==> config.mk <==
export PLATFORM = sky130hd
export DESIGN_NAME = tour_cmd_seq
export DESIGN_NICKNAME = d
export VERILOG_FILES = /design/src/rtl/knight_pkg.sv /design/src/rtl/tour_move_dec.sv /design/src/rtl/tour_cmd_seq.sv
export SDC_FILE = /design/constraint.sdc
export NUM_CORES = 1
export LEC_CHECK = 0
export ABC_AREA = 1
export CAP_MARGIN = 40
export CORE_MARGIN = 2
export CORE_UTILIZATION = 36
export DETAILED_ROUTE_END_ITERATION = 8
export MAX_ROUTING_LAYER = met4
export PLACE_DENSITY = 0.89
export SLEW_MARGIN = 40
export SYNTH_ARGS = -nofsm -noshare
export SYNTH_HDL_FRONTEND = slang
export SYNTH_SLANG_ARGS = --single-unit
==> constraint.sdc <==
create_clock -name clk -period 2.3 [get_ports clk]
set_clock_uncertainty 0.15 [all_clocks]
set_input_delay 0.575 -clock clk [delete_from_list [all_inputs] [get_ports clk]]
set_output_delay 0.575 -clock clk [all_outputs]
set_load 0.01 [all_outputs]
==> src/rtl/knight_pkg.sv <==
// rtl/knight_pkg.sv - shared knight tour command constants and state type
package knight_pkg;

  localparam logic [3:0] MOVE    = 4'b0010;
  localparam logic [3:0] MOVE_FF = 4'b0011;

  localparam logic [7:0] HDG_NORTH = 8'h00;
  localparam logic [7:0] HDG_WEST  = 8'h3F;
  localparam logic [7:0] HDG_SOUTH = 8'h7F;
  localparam logic [7:0] HDG_EAST  = 8'hBF;

  localparam logic [7:0] POS_ACK = 8'hA5;
  localparam logic [7:0] ACK     = 8'h5A;

  localparam int NUM_MOVES_DEF = 24;

  typedef enum logic [2:0] {
    IDLE,
    VERT,
    WAIT_V,
    HORZ,
    WAIT_H
  } tour_state_t;

endpackage

==> src/rtl/tour_move_dec.sv <==
// rtl/tour_move_dec.sv - splits a one-hot knight move into vertical and horizontal half-moves
module tour_move_dec
  import knight_pkg::*;
(
  input  logic [7:0] move,
  output logic [7:0] v_hdg,
  output logic [3:0] v_sq,
  output logic [7:0] h_hdg,
  output logic [3:0] h_sq
);

  // Lowest set bit has priority; no bits set decodes as a null move north.
  always_comb begin
    v_hdg = HDG_NORTH;
    v_sq  = 4'd0;
    h_hdg = HDG_NORTH;
    h_sq  = 4'd0;
    if (move[0]) begin
      v_hdg = HDG_NORTH; v_sq = 4'd2; h_hdg = HDG_EAST; h_sq = 4'd1;
    end else if (move[1]) begin
      v_hdg = HDG_NORTH; v_sq = 4'd2; h_hdg = HDG_WEST; h_sq = 4'd1;
    end else if (move[2]) begin
      v_hdg = HDG_NORTH; v_sq = 4'd1; h_hdg = HDG_WEST; h_sq = 4'd2;
    end else if (move[3]) begin
      v_hdg = HDG_SOUTH; v_sq = 4'd1; h_hdg = HDG_WEST; h_sq = 4'd2;
    end else if (move[4]) begin
      v_hdg = HDG_SOUTH; v_sq = 4'd2; h_hdg = HDG_WEST; h_sq = 4'd1;
    end else if (move[5]) begin
      v_hdg = HDG_SOUTH; v_sq = 4'd2; h_hdg = HDG_EAST; h_sq = 4'd1;
    end else if (move[6]) begin
      v_hdg = HDG_SOUTH; v_sq = 4'd1; h_hdg = HDG_EAST; h_sq = 4'd2;
    end else if (move[7]) begin
      v_hdg = HDG_NORTH; v_sq = 4'd1; h_hdg = HDG_EAST; h_sq = 4'd2;
    end
  end

endmodule

==> src/rtl/tour_cmd_seq.sv <==
// rtl/tour_cmd_seq.sv - knight tour command sequencer and UART/tour command arbiter
// TOUR_FANFARE_EN: horizontal half-moves use the MOVE_FF opcode.
module tour_cmd_seq
  import knight_pkg::*;
#(
  parameter int NUM_MOVES = NUM_MOVES_DEF
) (
  input  logic                         clk,
  input  logic                         rst,
  input  logic [15:0]                  cmd_UART,
  input  logic                         cmd_rdy_UART,
  input  logic                         start_tour,
  input  logic [7:0]                   move,
  output logic [$clog2(NUM_MOVES)-1:0] mv_indx,
  input  logic                         clr_cmd_rdy,
  input  logic                         send_resp,
  output logic [15:0]                  cmd,
  output logic                         cmd_rdy,
  output logic [7:0]                   resp
);

  localparam int IW = $clog2(NUM_MOVES);

`ifdef TOUR_FANFARE_EN
  localparam logic [3:0] H_OP = MOVE_FF;
`else
  localparam logic [3:0] H_OP = MOVE;
`endif

  tour_state_t   state, nxt_state;
  logic [IW-1:0] nxt_indx;
  logic [7:0]    v_hdg, h_hdg;
  logic [3:0]    v_sq, h_sq;
  logic [15:0]   v_cmd, h_cmd;
  logic          last_move;

  tour_move_dec u_dec (
    .move  (move),
    .v_hdg (v_hdg),
    .v_sq  (v_sq),
    .h_hdg (h_hdg),
    .h_sq  (h_sq)
  );

  assign v_cmd     = {MOVE, v_hdg, v_sq};
  assign h_cmd     = {H_OP, h_hdg, h_sq};
  assign last_move = (mv_indx == IW'(NUM_MOVES - 1));

  always_ff @(posedge clk or posedge rst) begin
    if (rst) begin
      state   <= IDLE;
      mv_indx <= '0;
    end else begin
      state   <= nxt_state;
      mv_indx <= nxt_indx;
    end
  end

  // Each half-move: present with cmd_rdy until consumed, then hold until completed.
  always_comb begin
    nxt_state = state;
    nxt_indx  = mv_indx;
    cmd       = cmd_UART;
    cmd_rdy   = cmd_rdy_UART;
    resp      = POS_ACK;
    case (state)
      IDLE: begin
        if (start_tour) begin
          nxt_indx  = '0;
          nxt_state = VERT;
        end
      end
      VERT: begin
        cmd     = v_cmd;
        cmd_rdy = 1'b1;
        resp    = ACK;
        if (clr_cmd_rdy) nxt_state = WAIT_V;
      end
      WAIT_V: begin
        cmd     = v_cmd;
        cmd_rdy = 1'b0;
        resp    = ACK;
        if (send_resp) nxt_state = HORZ;
      end
      HORZ: begin
        cmd     = h_cmd;
        cmd_rdy = 1'b1;
        resp    = ACK;
        if (clr_cmd_rdy) nxt_state = WAIT_H;
      end
      WAIT_H: begin
        cmd     = h_cmd;
        cmd_rdy = 1'b0;
        resp    = last_move ? POS_ACK : ACK;
        if (send_resp) begin
          if (last_move) begin
            nxt_state = IDLE;
          end else begin
            nxt_indx  = mv_indx + 1'b1;
            nxt_state = VERT;
          end
        end
      end
      default: nxt_state = IDLE;
    endcase
  end

endmodule

==> results.txt, run 1 <==
total power: 0.002707 W
count of cell types in the netlist: 20
HP Class: input pin to asynchronous set/reset pin
Routed WL per cell: 15.32 um
initial antenna violation count: 0
Avg Synthesized Cell Area: 5.630 um^2
ranking of synthesized cells by area: nand2_1 25%, dfrtp_1 22%, nand3_1 13%
cell area power density: 1371 nW/um^2
Layout Utilization: 81.17%
max-cap violation count: 0
dpl ws: -640.9 ps
Worst EP arrival: 1730 ps
Syn Nets: 191
first-pass GRT wire length: 5568 um
failing checks: setup timing
Post-Synth XOR/XNOR Area: 0%
Rel. slew slack: 78.32%
setup slack after layout: -150.7 ps
Port Buffer Count: 59
Root Buffer: clkbuf_4
met2 Use GR: 47.56%
Synth Area in Adders: 1.389%
endpoint class of the critical path: output port
CTS tree: done
Synth Warn #: 0
clk_lat worst skew: 290 ps
Top Usage Layer GRT: met2
Tot GR Track Use: 27.66%
final hold viol count: 0
Crit path required time: 1570 ps
Final period util: 106.6%
CP startpoint kind: flip-flop
TritonRoute pass-1 iters: 4
Synth Area in Compound Gates: 2.917%
Area Overhead vs Synth: 119.2%
Final setup viols: 13
number of flops mapped to enable cells by yosys: 0
Chip Width: 54.03 um
setup_tns: -1208 ps
DP HPWL: 2511 um
Longest Clk Path Bufs: 2
RD Place Congestion: 0.8158
critical path's top delay family: simple AND/OR/NAND/NOR gates
Crit. Startpoint: state[2]$_DFFE_PP0P_
# hold bufs at CTS: 0
IR drop worst, VDD: 1.012 mV
Clock Sinks: 8
Crit path largest cell delay: 460 ps
Placeable Area: 2432 um^2
CTS H-tree lvls: 1
met3 GRT Util: 7.222%
maximum clock rate: 0.4080 GHz
met1 usage: 29.51%
ant diodes: 0
WL final: 4427 um
number of global-route vias before repair: 1257
IO Pins: 60
worst-path maximum fanout: 5
Buf+Inv Stages, Crit Path: 3
fin nets: 292
Worst-Margin Slew: 324.8 ps
post-synthesis async set-or-reset flop share: 100.0%
Reg-to-Reg Start: state[2]$_DFFE_PP0P_
RSZ-0062 raised after global routing: yes
Worst path slowest cell: dfrtp_2
Lkg Pwr: 1.065 nW
Vias: 1506
mux share of post-synthesis cell area: 0%
ys flop type: dfrtp_1
Worst-path clk slew: 80 ps
simple-gate share of the synthesized area: 57.22%
Yosys top cell by area: nand2_1
flops & latches, synth: 8
die area: 2919 um^2
Die H: 54.03 um
DRC Markers: 0
fraction of layout cells with a size suffix above 1: 44.79%
status: finished, violations left
row count: 18
Cell Area, Synth: 900.9 um^2
cts bufs inserted: 3
Final Max Slew Viols: 0
Starting Density: 37.04%
drt via density: 5.211
sequential share of the synthesized area: 22.22%
post-synthesis cell count: 160
top cell type's share of synthesized area: 24.58%
CP Cell Sequence: buf_4, nor2_2, nand2_1, nand2_2, nand3_4, buf_6, nand3_1, buf_2
DRT iter0 DRCs: 52
minimum clock period: 2451 ps
fin area: 1974 um^2
type of the worst setup path: flip-flop to output port
area post-placement: 1662 um^2
largest net degree at the start of global routing: 9
Post-DRT Antenna Nets: 0
grt ovf: 0
largest family of logic cells by synthesized area: simple AND/OR/NAND/NOR gates
## routing by layer
layer / share of wire, % / vias up / wire (um)
li1: - / 689 / -
met1: 34 / 690 / 1508
met2: 50 / 96 / 2215
met3: 7.7 / 31 / 341
met4: 8.2 / 0 / 362
met5: 0 / - / 0
## cell usage after synthesis (2+ instances only)
library cell	count
a21oi_1	2
buf_4	6
dfrtp_1	8
inv_1	21
inv_2	3
nand2_1	59
nand2_2	4
nand3_1	23
nand4_1	3
nor2_1	19
nor2_4	2
nor3_1	2
## stage by stage
step                      hold slack (ps)  cells
final                               379.4    289
after global routing                404.6    289
after CTS                           387.4    283
after detailed placement            443.3    265
after global placement              442.6    265
after floorplan                     240.7    160
## where the power goes
part / internal, W / switching, W / total, W
clock: 0.0000604 / 0.0000650 / 0.000125
sequential: 0.000176 / 0.0000436 / 0.000219
combinational: 0.00119 / 0.00118 / 0.00236
total: 0.00142 / 0.00129 / 0.00271
## cell usage in the layout, fill, tap and decap left out, drive strengths merged
cell / n
nor2: 22
dfrtp: 8
o21ai: 1
or2: 1
clkdlybuf4s50: 26
nand4: 3
a21oi: 2
buf: 60
clkbuf: 9
nand3: 23
nand2: 64
dlygate4sd2: 7
clkinv: 1
ha: 1
inv: 23
clkdlybuf4s15: 4
nand3b: 1
o21a: 1
nor3: 2
## final cells by class
cell class	count	area, um^2
Tap cell	30	37.54
Inverter	24	102.6
Sequential cell	8	201.4
Timing Repair Buffer	103	898.4
Clock buffer	3	22.52
Multi-Input combinational cell	121	711.9
Fill cell	152	457.9
## worst register-to-register path: stages (launching register included)
cell,delay (ps)
dfrtp_2,460
buf_4,160
buf_4,120
buf_4,120
nand2_1,70
nand3_1,120
inv_1,90
nand2_1,120
nand2_1,90
nand2_1,50
## state kept, by name, indices dropped and copies added, names as in the netlist
name     count
state        3
mv_indx      5
## cells by family after synthesis
group                      after synthesis
and+or+nand+nor                        116
buffers and inverters                   31
adders and majority gates                1
DFF                                      8
AOI/OAI and AO/OA                        4
## final timing paths
check / endpoint / slack [ps] / depth (start not counted)
worst max-delay path: cmd[5] / -150 / 8
worst min-delay path: state[1]$_DFFE_PP0P_ / 380 / 2
worst max register to register: mv_indx[2]$_DFFE_PP0P_ / 610 / 9
worst min register to register: mv_indx[1]$_DFFE_PP0P_ / 450 / 3
max in group asynchronous: mv_indx[0]$_DFFE_PP0P_ / 1340 / 2
min in group clk: mv_indx[1]$_DFFE_PP0P_ / 450 / 3
## timing repair
| item | in CTS | in global routing |
|---|---|---|
| buffers inserted | 16 | 7 |
| resized for setup | 117 | 48 |
| setup endpoints to repair | 25 | 23 |
| pin swaps | 13 | 15 |
(Power assumes the default switching activity.)
==> run 2, diff against run 1 <==
--- a/config.mk
+++ b/config.mk
@@ -9,6 +9,7 @@
 export CAP_MARGIN = 40
 export CORE_MARGIN = 2
 export CORE_UTILIZATION = 36
+export CTS_CLUSTER_SIZE = 16
 export DETAILED_ROUTE_END_ITERATION = 8
 export MAX_ROUTING_LAYER = met4
 export PLACE_DENSITY = 0.89
==> results of run 2 <==
Same layout as run 1: the final DEF is identical, and so are final timing and power.
==> run 3, diff against run 2 <==
--- a/config.mk
+++ b/config.mk
@@ -8,11 +8,13 @@
 export ABC_AREA = 1
 export CAP_MARGIN = 40
 export CORE_MARGIN = 2
-export CORE_UTILIZATION = 36
+export CORE_UTILIZATION = 38
 export CTS_CLUSTER_SIZE = 16
 export DETAILED_ROUTE_END_ITERATION = 8
+export GPL_ROUTABILITY_DRIVEN = 0
 export MAX_ROUTING_LAYER = met4
-export PLACE_DENSITY = 0.89
+export PLACE_DENSITY = 0.93
+export SKIP_LAST_GASP = 1
 export SLEW_MARGIN = 40
 export SYNTH_ARGS = -nofsm -noshare
 export SYNTH_HDL_FRONTEND = slang
==> constraint.sdc (replaced) <==
create_clock -name clk -period 3.1 [get_ports clk]
set_clock_uncertainty 0.15 [all_clocks]
set_input_delay 0.775 -clock clk [delete_from_list [all_inputs] [get_ports clk]]
set_output_delay 0.775 -clock clk [all_outputs]
set_load 0.01 [all_outputs]
==> run 3 against run 2 <==
The run now ends clean. Worst hold slack better by 26 ps. Critical path depth down 1. Non-clock buffer count down 37. Highest routed layer is now met3. Clock-buffer cell count unchanged. Critical path type is now input pin to output port. Design area down 20%. Critical endpoint unchanged. Global-route usage down 8.6 points. Clock power down 43%. Sequential power down 19%.
==> results.txt, run 3 (same netlist as run 1, synthesis figures left out) <==
Vias: 1155 (-23%)
Final setup viols: 0 (-13)
initial antenna violation count: 0 (unchanged)
DRT iter0 DRCs: 24 (-54%)
WL final: 2671 um (-40%)
clock share of power: 5.2% (+0.6 points)
status: complete, no violations
Logic pwr share: 81.9% (-5.4 points)
Final Max Slew Viols: 0 (unchanged)
HP Class: flip-flop to flip-flop
internal power: 0.0007299 W (-49%)
largest reg by FF count: mv_indx
cell area power density: 868.4 nW/um^2 (-37%)
Worst-path clk slew: 40 ps (-40 ps)
Routed WL per cell: 10.68 um (-30%)
row count: 17 (-1)
CTS H-tree lvls: 1 (unchanged)
cts bufs inserted: 3 (unchanged)
total power: 0.001370 W (-49%)
Crit path largest cell delay: 450 ps (about the same)
Post-DRT Antenna Nets: 0 (unchanged)
Root Buffer: clkbuf_4
clk_lat worst skew: 240 ps (-50 ps)
Die H: 52.69 um (-2.5%)
DRC Markers: 0 (unchanged)
Final period util: 98.76%
grt ovf: 0 (unchanged)
Area Overhead vs Synth: 75.14%
DP HPWL: 2140 um (-15%)
type of the worst setup path: input pin to output port
CTS tree: done
max FFs per register: 5 (unchanged)
IR drop worst, VDD: 0.6800 mV (-33%)
biggest regs: mv_indx x5, state x3
CP Cell Sequence: clkdlybuf4s50_1, nor2_2, nand3_2, o21ai_4, buf_4, nand3_1, dlygate4sd2_1
Register-to-Register Path Depth: 8 (-1)
Worst-Margin Slew: 287.4 ps (-37.43 ps)
switch share: 46.73% (-0.76 points)
CP startpoint kind: input pin
Clock Sinks: 8 (unchanged)
setup slack after layout: 38.58 ps (+189.3 ps)
endpoint class of the critical path: output port
fraction of layout cells with a size suffix above 1: 14.86% (-30 points)
Crit. Startpoint: move[6]
Starting Density: 40.34% (+3.3 points)
Layout Utilization: 70.64% (-11 points)
Chip Width: 52.69 um (-2.5%)
IO Pins: 60 (unchanged)
commonest non-fill, non-tap cells in the layout: 58 x nand2_1, 46 x clkdlybuf4s50_1, 21 x nand3_1, 21 x inv_1, 16 x nor2_1
Reg-to-Reg Start: mv_indx[0]$_DFFE_PP0P_
setup_tns: 0 ps (+1208 ps)
Crit path required time: 2170 ps (+600 ps)
Longest Clk Path Bufs: 2 (unchanged)
Worst path slowest cell: clkdlybuf4s50_1
Placeable Area: 2233 um^2 (-8.2%)
Net Sw Power: 0.0006402 W (-50%)
Tot GR Track Use: 19.01% (-8.6 points)
first-pass GRT wire length: 3953 um (-29%)
Rel. slew slack: 80.77% (+2.4 points)
Port Buffer Count: 59 (unchanged)
FF-to-FF setup slack: 1690 ps (+1080 ps)
Seq pwr share: 12.9% (+4.8 points)
minimum clock period: 3061 ps
maximum clock rate: 0.3266 GHz
final hold viol count: 0 (unchanged)
max-cap violation count: 0 (unchanged)
TritonRoute pass-1 iters: 4 (unchanged)
leading cell type in the layout, fill and taps excluded: nand2_1
worst-path maximum fanout: 5 (unchanged)
dpl ws: -210.9 ps (+430.0 ps)
largest net degree at the start of global routing: 13 (+4)
Worst EP arrival: 2140 ps (+410 ps)
Worst R2R End: state[0]$_DFFE_PP0P_
number of global-route vias before repair: 932 (-26%)
fin nets: 255 (-13%)
Lkg Pwr: 0.8421 nW (-21%)
die area: 2776 um^2 (-4.9%)
ant diodes: 0 (unchanged)
drt via density: 4.620 (-11%)
CP endpoint: cmd[5]
[run 3: area by class of cell]
type | instances | area, um^2
clock buffers | 3 | 22.52
fillers | 184 | 655.6
inverters | 24 | 90.09
multi-input cells | 121 | 593.1
flip-flops and latches | 8 | 202.7
well taps | 28 | 35.03
repair buffers | 66 | 634.4
[run 3: how the worst min path moves through the flow]
stage / cells after the start / end / from
2_1_floorplan: 2 / mv_indx[1]$_DFFE_PP0P_ / mv_indx[1]$_DFFE_PP0P_
3_3_place_gp: 2 / mv_indx[1]$_DFFE_PP0P_ / mv_indx[1]$_DFFE_PP0P_
6_report: 2 / mv_indx[1]$_DFFE_PP0P_ / mv_indx[1]$_DFFE_PP0P_
3_5_place_dp: 2 / mv_indx[1]$_DFFE_PP0P_ / mv_indx[1]$_DFFE_PP0P_
4_1_cts: 2 / mv_indx[1]$_DFFE_PP0P_ / mv_indx[1]$_DFFE_PP0P_
5_1_grt: 2 / mv_indx[1]$_DFFE_PP0P_ / mv_indx[1]$_DFFE_PP0P_
[run 3: power groups by stage]
| stage | clock (W) | sequential [W] | combinational (W) |
|---|---|---|---|
| after global routing | 0.0000893 | 0.000181 | 0.00125 |
| after CTS | 0.0000742 | 0.000174 | 0.00108 |
| after detailed placement | 0 | 0.000176 | 0.00115 |
| final | 0.0000710 | 0.000177 | 0.00112 |
| after global placement | 0 | 0.000175 | 0.00113 |
| after floorplan | 0 | 0.000171 | 0.000664 |
[run 3: worst max-delay path, delay by kind of cell]
family	cells	cell delay (ps)
AO/OA/AOI/OAI	1	180
buffers and inverters	3	870
AND/OR/NAND/NOR	3	300
[run 3: per-layer routing]
metal  track usage [%]  routed length (um)  up-vias  part of all wire, %
met1             25.35                1113      495                   42
met5                 -                   0        -                    0
met3             2.571                 154        0                  5.8
li1                  -                   -      615                    -
met4             5.128                   0        0                    0
met2             30.21                1403       45                   53
[run 3: stage by stage]
step	hold WS, ps	std cells	instance area [um^2]
floorplan	422.3	160	900.9
global placement	410.2	243	1493
detailed placement	433.4	243	1493
CTS	443.6	247	1518
global route	434.6	250	1578
finish	405.5	250	1578
[run 3: what timing repair did]
action	4_1_cts	5_1_grt
hold buffers	0	0
resized for setup	12	15
setup buffers	1	3
pin swaps	2	5
setup endpoints to repair	10	20
